===== src/rtl/ex_issue_stage.sv =====
// ex_issue_stage
//
// ID/EX pipeline register and ALU operand issue for the pipelined RISC-V core.
// Decodes opcode/funct3/funct7 in ID into a 3-bit ALU select, registers the
// decoded instruction into EX, and drives the ALU operands. Supports stall
// (hold) and flush (bubble) from the hazard unit.
//
// Optional feature macro: EX_FORWARD_EN
//   defined   - EX operands are forwarded from EX/MEM and MEM/WB (MEM first).
//   undefined - operands come only from latched regfile data / immediate;
//               mem_* and wb_* inputs are ignored.
//
// Ports:
//   clk_i, rst_i                   clock, asynchronous active-low reset
//   id_valid_i                     ID holds a real instruction
//   id_opcode_i/funct3_i/funct7_i  instruction encoding fields
//   id_rs1_i, id_rs2_i, id_rd_i    register indices
//   id_rs1_data_i, id_rs2_data_i   register-file read data
//   id_imm12_i                     raw I-type immediate
//   stall_i, flush_i               hazard control (flush wins over stall)
//   mem_regwrite_i/rd_i/result_i   EX/MEM writeback candidate
//   wb_regwrite_i/rd_i/result_i    MEM/WB writeback candidate
//   ALU_i_1, ALU_i_2               ALU operands (0 for a bubble)
//   ALU_sel_o                      ALU select
//   ex_valid_o, ex_regwrite_o,
//   ex_rd_o                        EX tags passed downstream
//   ex_illegal_o                   latched instruction is unsupported

module ex_issue_stage (
    input  logic        clk_i,
    input  logic        rst_i,
    input  logic        id_valid_i,
    input  logic [6:0]  id_opcode_i,
    input  logic [2:0]  id_funct3_i,
    input  logic [6:0]  id_funct7_i,
    input  logic [4:0]  id_rs1_i,
    input  logic [4:0]  id_rs2_i,
    input  logic [4:0]  id_rd_i,
    input  logic [31:0] id_rs1_data_i,
    input  logic [31:0] id_rs2_data_i,
    input  logic [11:0] id_imm12_i,
    input  logic        stall_i,
    input  logic        flush_i,
    input  logic        mem_regwrite_i,
    input  logic [4:0]  mem_rd_i,
    input  logic [31:0] mem_result_i,
    input  logic        wb_regwrite_i,
    input  logic [4:0]  wb_rd_i,
    input  logic [31:0] wb_result_i,
    output logic [31:0] ALU_i_1,
    output logic [31:0] ALU_i_2,
    output logic [2:0]  ALU_sel_o,
    output logic        ex_valid_o,
    output logic        ex_regwrite_o,
    output logic [4:0]  ex_rd_o,
    output logic        ex_illegal_o
);

    typedef enum logic [2:0] {
        ALU_ADD  = 3'b000,
        ALU_AND  = 3'b001,
        ALU_XOR  = 3'b010,
        ALU_SLL  = 3'b011,
        ALU_SUB  = 3'b100,
        ALU_MUL  = 3'b101,
        ALU_SRAI = 3'b110
    } alu_sel_e;

    localparam logic [6:0] OP_RTYPE = 7'b0110011;
    localparam logic [6:0] OP_ITYPE = 7'b0010011;

    typedef struct packed {
        logic        valid;
        logic        regwrite;
        logic [4:0]  rd;
        alu_sel_e    sel;
        logic        illegal;
        logic        use_imm;
        logic [4:0]  rs1;
        logic [4:0]  rs2;
        logic [31:0] rs1_data;
        logic [31:0] op2;
    } ex_reg_t;

    ex_reg_t  ex_q;
    ex_reg_t  id_pkt;
    alu_sel_e dec_sel;
    logic     dec_legal;
    logic     dec_use_imm;
    logic [31:0] dec_op2;

    // ID-side decode
    always_comb begin
        dec_sel     = ALU_ADD;
        dec_legal   = 1'b0;
        dec_use_imm = 1'b0;
        dec_op2     = id_rs2_data_i;
        case (id_opcode_i)
            OP_RTYPE: begin
                case ({id_funct7_i, id_funct3_i})
                    10'b0000000_000: begin dec_sel = ALU_ADD; dec_legal = 1'b1; end
                    10'b0100000_000: begin dec_sel = ALU_SUB; dec_legal = 1'b1; end
                    10'b0000001_000: begin dec_sel = ALU_MUL; dec_legal = 1'b1; end
                    10'b0000000_111: begin dec_sel = ALU_AND; dec_legal = 1'b1; end
                    10'b0000000_100: begin dec_sel = ALU_XOR; dec_legal = 1'b1; end
                    10'b0000000_001: begin dec_sel = ALU_SLL; dec_legal = 1'b1; end
                    default: ;
                endcase
            end
            OP_ITYPE: begin
                if (id_funct3_i == 3'b000) begin
                    dec_sel     = ALU_ADD;
                    dec_legal   = 1'b1;
                    dec_use_imm = 1'b1;
                    dec_op2     = {{20{id_imm12_i[11]}}, id_imm12_i};
                end else if (id_funct3_i == 3'b101 && id_imm12_i[11:5] == 7'b0100000) begin
                    dec_sel     = ALU_SRAI;
                    dec_legal   = 1'b1;
                    dec_use_imm = 1'b1;
                    dec_op2     = {27'b0, id_imm12_i[4:0]};
                end
            end
            default: ;
        endcase
    end

    // Packet loaded from ID; an invalid ID slot becomes a bubble
    always_comb begin
        id_pkt = '0;
        if (id_valid_i) begin
            id_pkt.valid    = 1'b1;
            id_pkt.regwrite = dec_legal;
            id_pkt.rd       = id_rd_i;
            id_pkt.sel      = dec_legal ? dec_sel : ALU_ADD;
            id_pkt.illegal  = ~dec_legal;
            id_pkt.use_imm  = dec_use_imm;
            id_pkt.rs1      = id_rs1_i;
            id_pkt.rs2      = id_rs2_i;
            id_pkt.rs1_data = id_rs1_data_i;
            id_pkt.op2      = dec_op2;
        end
    end

    // ID/EX register: flush > stall > load
    always_ff @(posedge clk_i or negedge rst_i) begin
        if (!rst_i) begin
            ex_q <= '0;
        end else if (flush_i) begin
            ex_q <= '0;
        end else if (!stall_i) begin
            ex_q <= id_pkt;
        end
    end

    // EX operand selection
    always_comb begin
        ALU_i_1 = ex_q.rs1_data;
        ALU_i_2 = ex_q.op2;
`ifdef EX_FORWARD_EN
        // Only legal instructions have meaningful source registers to forward.
        if (ex_q.valid && !ex_q.illegal) begin
            if (ex_q.rs1 != '0 && mem_regwrite_i && mem_rd_i == ex_q.rs1) begin
                ALU_i_1 = mem_result_i;
            end else if (ex_q.rs1 != '0 && wb_regwrite_i && wb_rd_i == ex_q.rs1) begin
                ALU_i_1 = wb_result_i;
            end
            if (!ex_q.use_imm) begin
                if (ex_q.rs2 != '0 && mem_regwrite_i && mem_rd_i == ex_q.rs2) begin
                    ALU_i_2 = mem_result_i;
                end else if (ex_q.rs2 != '0 && wb_regwrite_i && wb_rd_i == ex_q.rs2) begin
                    ALU_i_2 = wb_result_i;
                end
            end
        end
`endif
        if (!ex_q.valid) begin
            ALU_i_1 = '0;
            ALU_i_2 = '0;
        end
    end

`ifndef EX_FORWARD_EN
    logic unused_fwd;
    assign unused_fwd = ^{mem_regwrite_i, mem_rd_i, mem_result_i,
                          wb_regwrite_i, wb_rd_i, wb_result_i,
                          ex_q.rs1, ex_q.rs2};
`endif

    assign ALU_sel_o     = ex_q.sel;
    assign ex_valid_o    = ex_q.valid;
    assign ex_regwrite_o = ex_q.regwrite;
    assign ex_rd_o       = ex_q.rd;
    assign ex_illegal_o  = ex_q.illegal;

endmodule


===== config.mk =====
export PLATFORM = sky130hd
export DESIGN_NAME = ex_issue_stage
export DESIGN_NICKNAME = d
export VERILOG_FILES = /design/src/rtl/ex_issue_stage.sv
export SDC_FILE = /design/constraint.sdc
export NUM_CORES = 1
export LEC_CHECK = 0
export ABC_CLOCK_PERIOD_IN_PS = 1300
export CORE_MARGIN = 1.5
export CORE_UTILIZATION = 34
export CTS_BUF_LIST = sky130_fd_sc_hd__clkbuf_8 sky130_fd_sc_hd__clkbuf_16
export DETAILED_ROUTE_END_ITERATION = 8
export PLACE_DENSITY_LB_ADDON = 0.05
export SLEW_MARGIN = 20
export SYNTH_ARGS = -nofsm -noshare
export SYNTH_HDL_FRONTEND = slang
export SYNTH_SLANG_ARGS = --single-unit
export TNS_END_PERCENT = 20

===== constraint.sdc =====
create_clock -name clk_i -period 1.3 [get_ports clk_i]
set_clock_uncertainty 0.05 [all_clocks]
set_input_delay 0.26 -clock clk_i [delete_from_list [all_inputs] [get_ports clk_i]]
set_output_delay 0.26 -clock clk_i [all_outputs]
set_load 0.01 [all_outputs]

# After elaboration in Yosys (flattened, before gate mapping)
# Cells that the tools add are included.
# word_totals
ff_bits	75
out_inout_bits	75
word_cells	40
in_bits	189
# op_classes
mux	18
bitwise	1
reduce_logical	4
n_eq_ne	10
# ops
operator	n
2-to-1 mux 86 bit	3
2-to-1 mux 32 bit	5
equality test 10 x 3 -> 1 bit, second input constant	2
case mux 3 bit (5 select lines)	1
equality test 7 x 6 -> 1 bit, second input constant	2
equality test 10 x 1 -> 1 bit, second input constant	1
equality test 10 x 4 -> 1 bit, second input constant	1
equality test 10 x 9 -> 1 bit, second input constant	1
zero test 10 bit	1
2-to-1 mux 3 bit	3
equality test 7 x 5 -> 1 bit, second input constant	1
case mux 3 bit (2 select lines)	1
OR reduction 6 bit	1
2-to-1 mux 1 bit	4
equality test 3 bit, second input constant	1
zero test 3 bit	1
inequality test 2 x 1 -> 1 bit, second input constant	1
case mux 1 bit (2 select lines)	1
logical AND 1 bit	1
NOT 1 bit	1

# Depth between registers and ports, before layout
# Gate-level depths: netlist (run 1).
# logic_depth
depth_word	9
depth_mapped	6
depth_no_buf	4

# Worst setup path before layout (run 1)
# Ideal clock, no wire load.
# synth_path
kind	input to register
startpoint	input port id_funct7_i[1]
endpoint	register ex_q, in the netlist ex_illegal_o
arrival_ps	1562
setup_slack_ps	-433
path_stages	4
n_path_buf	0
setup_ps	121
cell_sequence	or4_1 or3_4 a211o_1 a22o_1
# synth_via
elab_chain_len	8
elab_cells_between_ends	13
cone_classes	eq/ne: 5; mux: 5; bitwise: 1; reduce/logical: 2
# synth_rtl
element	line	rtl
start, declared	35	input logic [6:0] id_funct7_i,
equality test 10 x 1 -> 1 bit, or another cell as far along	100	case ({id_funct7_i, id_funct3_i})
OR reduction 6 bit (no source line) (*)	--	
2-to-1 mux 1 bit (*)	100	
case mux 1 bit (2 select lines) (*)	98	case (id_opcode_i)
NOT 1 bit (*)	135	id_pkt.illegal = ~dec_legal;
2-to-1 mux 86 bit (*)	130	if (id_valid_i) begin
2-to-1 mux 86 bit (*)	150	end else if (!stall_i) begin
2-to-1 mux 86 bit (*)	148	end else if (flush_i) begin
end signal, assigned	151	ex_q <= id_pkt;
end, declared	85	ex_reg_t ex_q;
# Every way passes the cells marked *; elsewhere a longest branch is shown, timed or not. The select of a mux whose other input is x is not followed.
# A chain may end at the register's enable or synchronous reset.

# Final worst setup path (run 1)
# layout_path
startpoint	register ex_q, in the netlist ex_valid_o
endpoint	output port ALU_i_2[10]
# layout_via
elab_chain_len	1
# layout_rtl
element	line	rtl
2-to-1 mux 32 bit	176	if (!ex_q.valid) begin
end, declared	51	output logic [31:0] ALU_i_2,
# No other way between the ends.

==> qor.yml, run 1 <==
status: "finished, violations left"
failed_checks: "setup timing"
h-tree-depth: 3
overflow: 0
relSlewSlack_pct: 77.4
tightest_slew_ns: 0.338
fmax_mhz: 603
postLayoutSetupSlackWorst_ns: -0.358
crit_path_end_kind: "primary output"
worstHoldStart: "id_imm12_i[6]"
fillerInstances: 854
hold_viol: 0
synth-main-ff-cell: "dfrtp_1"
avgSynthCellArea_um2: 11.6
rsz0062_at_grt: "yes"
grtUsageTotal_pct: 20.7
die_h_um: 104
path_clk_slew_ns: 0.07
required_ns: 0.99
r2r-end: "ex_valid_o$_DFFE_PN0P_"
fin_crit_ns: 1.66
place.gp.congestion: 0.789
period_share_pct: 128
ys_seq_area_share_pct: 54.0
drt_wl_total_mm: 11.0
yosysTopAreaCellShare_pct: 54.0
grt_max_degree: 39
worstSetupPathType: "register to primary output"
dieArea_mm2: 0.0108
setup_tns_ns: -29.27
core_mm2: 0.00986
cap_violations: 0
fin_nets: 697
yosys.area.top_type: "dfrtp_1"
async_flop_share_pct: 100
syn_inst: 300
placed_area_mm2: 0.00565
grt_pass1_wl_mm: 18.0
rr_worst_depth: 3
dp_hpwl_mm: 7.14
hold_depth: 2
cts_buffers: 9
synth_edf_count: 0
insertion_delay_ns: 0.34
syn2layout_area_growth_pct: 70.3
post_synth_num_cell_types: 36
reg2reg_from: "ex_valid_o$_DFFE_PN0P_"
port_buffers: 177
crit_arrival_ns: 1.35
worst-r2r-setup-slack_ns: 0.26
synth_area_mm2: 0.00348
vdd_drop_max_uv: 374
antenna_found_initial: 0
grt_pass1_vias: 3445
drv_slew: 0
p_per_area_mw_per_mm2: 846
ant_nets: 0
setup_violations: 102
num_rows: 36
clockRootBuffer: "clkbuf_8"
cellLeakagePower_nw: 2.97
cp-start-kind: "register"
hp-class: "input port to register"
clock_sinks: 75
io_pins: 264
synthTopCellsByArea: "dfrtp_1 54%, and2_1 13%, a22o_1 9.6%"
drtIter0Drc: 143
drc: 0
worstHoldEndpoint: "ex_q[6]$_DFFE_PN0P_"
layout-drive-gt1-share_pct: 38.9
layout_commonest_cell: "clkdlybuf4s50_1"
yosys_warnings: 0
cp_max_fo: 14
wl_per_cell_um: 17.0
drtPass1Iterations: 4
start_util_pct: 35.2
diodes: 0
ys_seq_elements: 75
die-width_um: 104
via_per_inst: 4.99
layout_common_cells: "75 x clkdlybuf4s50_1, 74 x dfrtp_1, 57 x buf_2, 56 x and2_1, 38 x a22o_1"
via_count: 3213
syn_nets: 489
cts_tree: "yes"
fin_area_mm2: 0.00592
clock_path_buffers: 2
## synthesized netlist by cell type, drive strengths merged, types with 3 or more instances
cell / number
clkbuf: 18
o21ai: 3
dfrtp: 75
inv: 3
buf: 16
nor2: 3
or3: 3
nor3: 3
nand2: 5
a22o: 38
and2: 76
a221o: 32
## stage by stage
| stage | hold slack (ns) | utilization, % | setup WS, ns | instances | power, mW |
|---|---|---|---|---|---|
| 3_3_place_gp | 0.139 | 57.3 | -0.919 | 608 | 3.30 |
| 2_1_floorplan | -0.0856 | - | -0.414 | 300 | 2.73 |
| 4_1_cts | 0.0944 | 59.8 | -0.356 | 644 | 5.06 |
| 3_5_place_dp | 0.139 | 57.3 | -0.968 | 608 | 3.31 |
| 6_report | 0.104 | 60.0 | -0.358 | 644 | 5.01 |
| 5_1_grt | 0.0920 | 60.0 | -0.406 | 644 | 5.24 |
## worst max-delay path by stage
stage / start / end / slack, ns / cells after the start
3_3_place_gp: id_imm12_i[8] / ex_q[0]$_DFFE_PN0P_ / -0.92 / 6
6_report: ex_valid_o$_DFFE_PN0P_ / ALU_i_2[10] / -0.36 / 4
3_5_place_dp: id_funct3_i[1] / ex_q[2]$_DFFE_PN0P_ / -0.97 / 6
5_1_grt: ex_valid_o$_DFFE_PN0P_ / ALU_i_2[10] / -0.41 / 4
4_1_cts: ex_valid_o$_DFFE_PN0P_ / ALU_i_1[13] / -0.36 / 4
2_1_floorplan: id_funct7_i[6] / ex_illegal_o$_DFFE_PN0P_ / -0.41 / 4
## critical path: stages, from the launching register on
cell and delay (ns):
dfrtp_2 0.44, buf_12 0.14, buf_6 0.14, and2_1 0.15, buf_2 0.14
## cell families (layout without fill, tap and decap cells)
family	after synthesis	count (layout)	share of synthesized area (%)
buffers and inverters	37	248	5.22
adders and majority gates	1	1	0.288
xor gates and xnor gates	3	3	0.756
AOI/OAI and AO/OA	83	83	21.7
DFF	75	75	54.0
and+or+nand+nor	101	101	18.1
## repair_timing
item,CTS,global route
hold endpoints to repair,20,0
endpoints found under the setup margin,150,148
hold buffers,1,0
setup buffers,18,3
cloned,3,0
gates resized for setup,391,55
pin swaps,20,15
## report_power, final
group | switching, mW | total (mW) | leakage (nW) | internal, mW
Combinational | 0.339 | 0.856 | 1.85 | 0.517
Sequential | 0.0451 | 2.46 | 1.02 | 2.42
Clock | 0.813 | 1.70 | 0.0936 | 0.882
Total | 1.20 | 5.01 | 2.97 | 3.81
## registers in the layout, summed over array words and instances, names as in the netlist
| register | count |
|---|---|
| ex_valid_o | 1 |
| ex_rd_o | 5 |
| ex_regwrite_o | 1 |
| ex_q | 64 |
| ALU_sel_o | 3 |
| ex_illegal_o | 1 |
## metal layers
layer / GRT usage, % / vias to the layer above / wire length [µm]
met3: 5.45 / 11 / 741
li1: - / 1509 / -
met2: 33.9 / 122 / 5340
met5: 0 / - / 0
met4: 7.84 / 0 / 155
met1: 26.3 / 1571 / 4720
## layout make-up
type | count | area [µm²] | area share [%]
flip-flops and latches | 75 | 1880 | 31.7
clock inverters | 1 | 7.51 | 0.127
multi-input cells | 188 | 1610 | 27.2
repair buffers | 231 | 2070 | 34.9
inverters | 3 | 11.3 | 0.190
clock buffers | 13 | 179 | 3.02
well taps | 133 | 166 | 2.81
No activity file was read; power rests on OpenSTA's default activity.
==> inputs of run 2 (changes only) <==
Settings changed: CAP_MARGIN set to 40.
==> results of run 2 <==
Same layout as run 1: the final DEF is identical, and so are final timing and power.
==> inputs of run 3 (changes only) <==
Settings changed: ABC_CLOCK_PERIOD_IN_PS 1300 to 2000, CORE_AREA set to 2 2 102 104, CORE_MARGIN 1.5 to not set, CORE_UTILIZATION 34 to not set, DIE_AREA set to 0 0 104 106.
Clock period 1.3 ns to 2 ns, I/O delays scaled along.
==> qor.yml, run 3 (synthesis gave the netlist of run 1 again) <==
layout-drive-gt1-share_pct: 11.0  # -28 points
fillerInstances: 897  # +5.0%
drtPass1Iterations: 4  # unchanged
clock_sinks: 75  # unchanged
cap_violations: 0  # unchanged
cp_slowest_cell: "or4_1"
syn2layout_area_growth_pct: 68.0
h-tree-depth: 3  # unchanged
period_share_pct: 98.9
core_mm2: 0.0100  # +1.4%
wl_per_cell_um: 16.4  # -3.5%
postLayoutSetupSlackWorst_ns: 0.0225  # +0.381 ns
grt_pass1_vias: 3150  # -8.6%
drc: 0  # unchanged
hp-class: "input port to register"
p_per_area_mw_per_mm2: 566  # -33%
switching_share_pct: 24.7  # +0.80 points
die-width_um: 104  # -0.12%
setup_violations: 0  # -100%
crit_arrival_ns: 2.16  # +0.81 ns
hold_viol: 0  # unchanged
overflow: 0  # unchanged
p_sw_uw: 816  # -32%
holdWs_ns: 0.329  # +0.224 ns
cts_buffers: 9  # unchanged
rsz0062_at_grt: "yes"
path_cells: "clkdlybuf4s50_1, or4_1, or3_4, a211o_1, a22o_1"
gr-usage-met2_pct: 31.3  # -2.6 points
clkPwrFrac_pct: 36.5  # +2.7 points
rr_worst_depth: 2  # -1
antenna_found_initial: 0  # unchanged
clockRootBuffer: "clkbuf_8"
met3_usage_pct: 4.29  # -1.2 points
combPwrFrac_pct: 15.2  # -1.9 points
drt_wl_total_mm: 10.3  # -6.1%
relSlewSlack_pct: 69.3  # -8.2 points
diodes: 0  # unchanged
layout_common_cells: "104 x clkdlybuf4s50_1, 75 x dfrtp_1, 75 x and2_1, 38 x a22o_1, 32 x a221o_1"
port_buffers: 177  # unchanged
fin_area_mm2: 0.00584  # -1.4%
status: "completed"
top_register: "ex_q"
worstHoldEndpoint: "ex_q[8]$_DFFE_PN0P_"
fin_nets: 675  # -3.2%
worstHoldStart: "id_imm12_i[8]"
vdd_drop_max_uv: 395  # +5.5%
cp_max_fo: 5  # -9
via_per_inst: 4.89  # -1.9%
drtIter0Drc: 108  # -24%
grtUsageTotal_pct: 18.5  # -2.3 points
place_ws_ns: -0.504  # +0.464 ns
clock_path_buffers: 2  # unchanged
num_rows: 37  # +2.8%
ant_nets: 0  # unchanged
layout_commonest_cell: "clkdlybuf4s50_1"
use_met1_pct: 23.5  # -2.8 points
worstSetupPathType: "input port to register"
tightest_slew_ns: 0.461  # +0.122 ns
dp_hpwl_mm: 6.99  # -2.1%
crit_path_end_kind: "register"
grt_pass1_wl_mm: 16.2  # -9.7%
placed_area_mm2: 0.00553  # -2.0%
total_power_mw: 3.31  # -34%
r2r-end: "ex_q[4]$_DFFE_PN0P_"
place.gp.congestion: 0.753  # -4.5%
cts_tree: "yes"
crit_path_max_incr_delay_ns: 0.51  # +0.07 ns
insertion_delay_ns: 0.34  # about the same
largest_reg_flops: 64  # unchanged
dieArea_mm2: 0.0110  # +1.7%
via_count: 3068  # -4.5%
cellLeakagePower_nw: 3.10  # +4.7%
required_ns: 2.18  # +1.19 ns
drv_slew: 0  # unchanged
io_pins: 264  # unchanged
fmax_mhz: 506
die_h_um: 106  # +1.8%
pwr-share-seq_pct: 48.2  # -0.9 points
hold_depth: 2  # unchanged
grt_max_degree: 49  # +26%
worst-r2r-setup-slack_ns: 1.06  # +0.80 ns
path_clk_slew_ns: 0.09  # +0.02 ns
reg2reg_from: "ex_q[4]$_DFFE_PN0P_"
cp-start-kind: "input port"
grt.busiest_layer: "met2"
start_util_pct: 34.8  # -0.48 points
fin_crit_ns: 1.98
power.internal_mw: 2.49  # -35%
[run 3: cell count changes in the layout (fill, tap and decap cells not counted), sizes merged]
cell	change
buf	-102
clkdlybuf4s50	+29
dlymetal6s2s	+24
dlygate4sd2	+23
clkdlybuf4s15	+17
clkbuf	-15
clkinvlp	+2
inv	+2
bufbuf	-1
bufinv	+1
[run 3: per-stage QoR]
step,utilization [%],cells,TNS [ns]
after floorplan,-,300,0
after global placement,55.3,608,-17.75
after detailed placement,55.3,608,-16.84
after CTS,57.6,627,-3.43
after global routing,58.4,627,-0.0162
final,58.4,627,0
[run 3: final cells by class]
type | count | area, µm² | share of cell area [%]
clock buffers | 10 | 138 | 2.36
flip-flops and latches | 75 | 1880 | 32.1
repair buffers | 209 | 2120 | 36.3
clock inverters | 6 | 65.1 | 1.11
inverters | 3 | 11.3 | 0.193
multi-input cells | 188 | 1460 | 25.0
well taps | 136 | 170 | 2.91
[run 3: worst max-delay path by stage]
stage,start,to,slack [ns],cells after the start
floorplan,id_funct7_i[1],ex_illegal_o$_DFFE_PN0P_,0.13,4
global placement,id_imm12_i[5],ex_q[8]$_DFFE_PN0P_,-0.54,7
detailed placement,id_imm12_i[6],ex_q[19]$_DFFE_PN0P_,-0.50,7
CTS,ex_valid_o$_DFFE_PN0P_,ALU_i_1[25],-0.17,3
global route,ex_valid_o$_DFFE_PN0P_,ALU_i_1[0],-0.004,4
finish,id_funct7_i[1],ex_illegal_o$_DFFE_PN0P_,0.02,5
[run 3: worst max-delay path, delay by kind of cell]
family	cells	cell delay (ns)
AND/OR/NAND/NOR	2	0.88
AO/OA/AOI/OAI	2	0.48
buffers and inverters	1	0.39
[run 3: routing by layer]
| metal | part of all wire (%) | vias to the layer above |
|---|---|---|
| met4 | 1.3 | 0 |
| met5 | 0 | - |
| met1 | 46 | 1469 |
| met2 | 47 | 113 |
| li1 | - | 1473 |
| met3 | 5.8 | 13 |
[run 3: power groups by stage]
stage                     sequential, mW  clock [mW]  combinational (mW)
after global routing                1.60        1.31               0.544
final                               1.59        1.21               0.504
after global placement              1.62           0               0.501
after detailed placement            1.62           0               0.505
after floorplan                     1.62           0               0.149
after CTS                           1.59        1.24               0.516
[run 3: what timing repair did]
| item | CTS | global route |
|---|---|---|
| setup buffers | 1 | 0 |
| endpoints found under the hold margin | 30 | 0 |
| hold buffers | 1 | 0 |
| endpoints found under the setup margin | 97 | 48 |
| gates cloned | 1 | 0 |
| gates resized for setup | 52 | 49 |
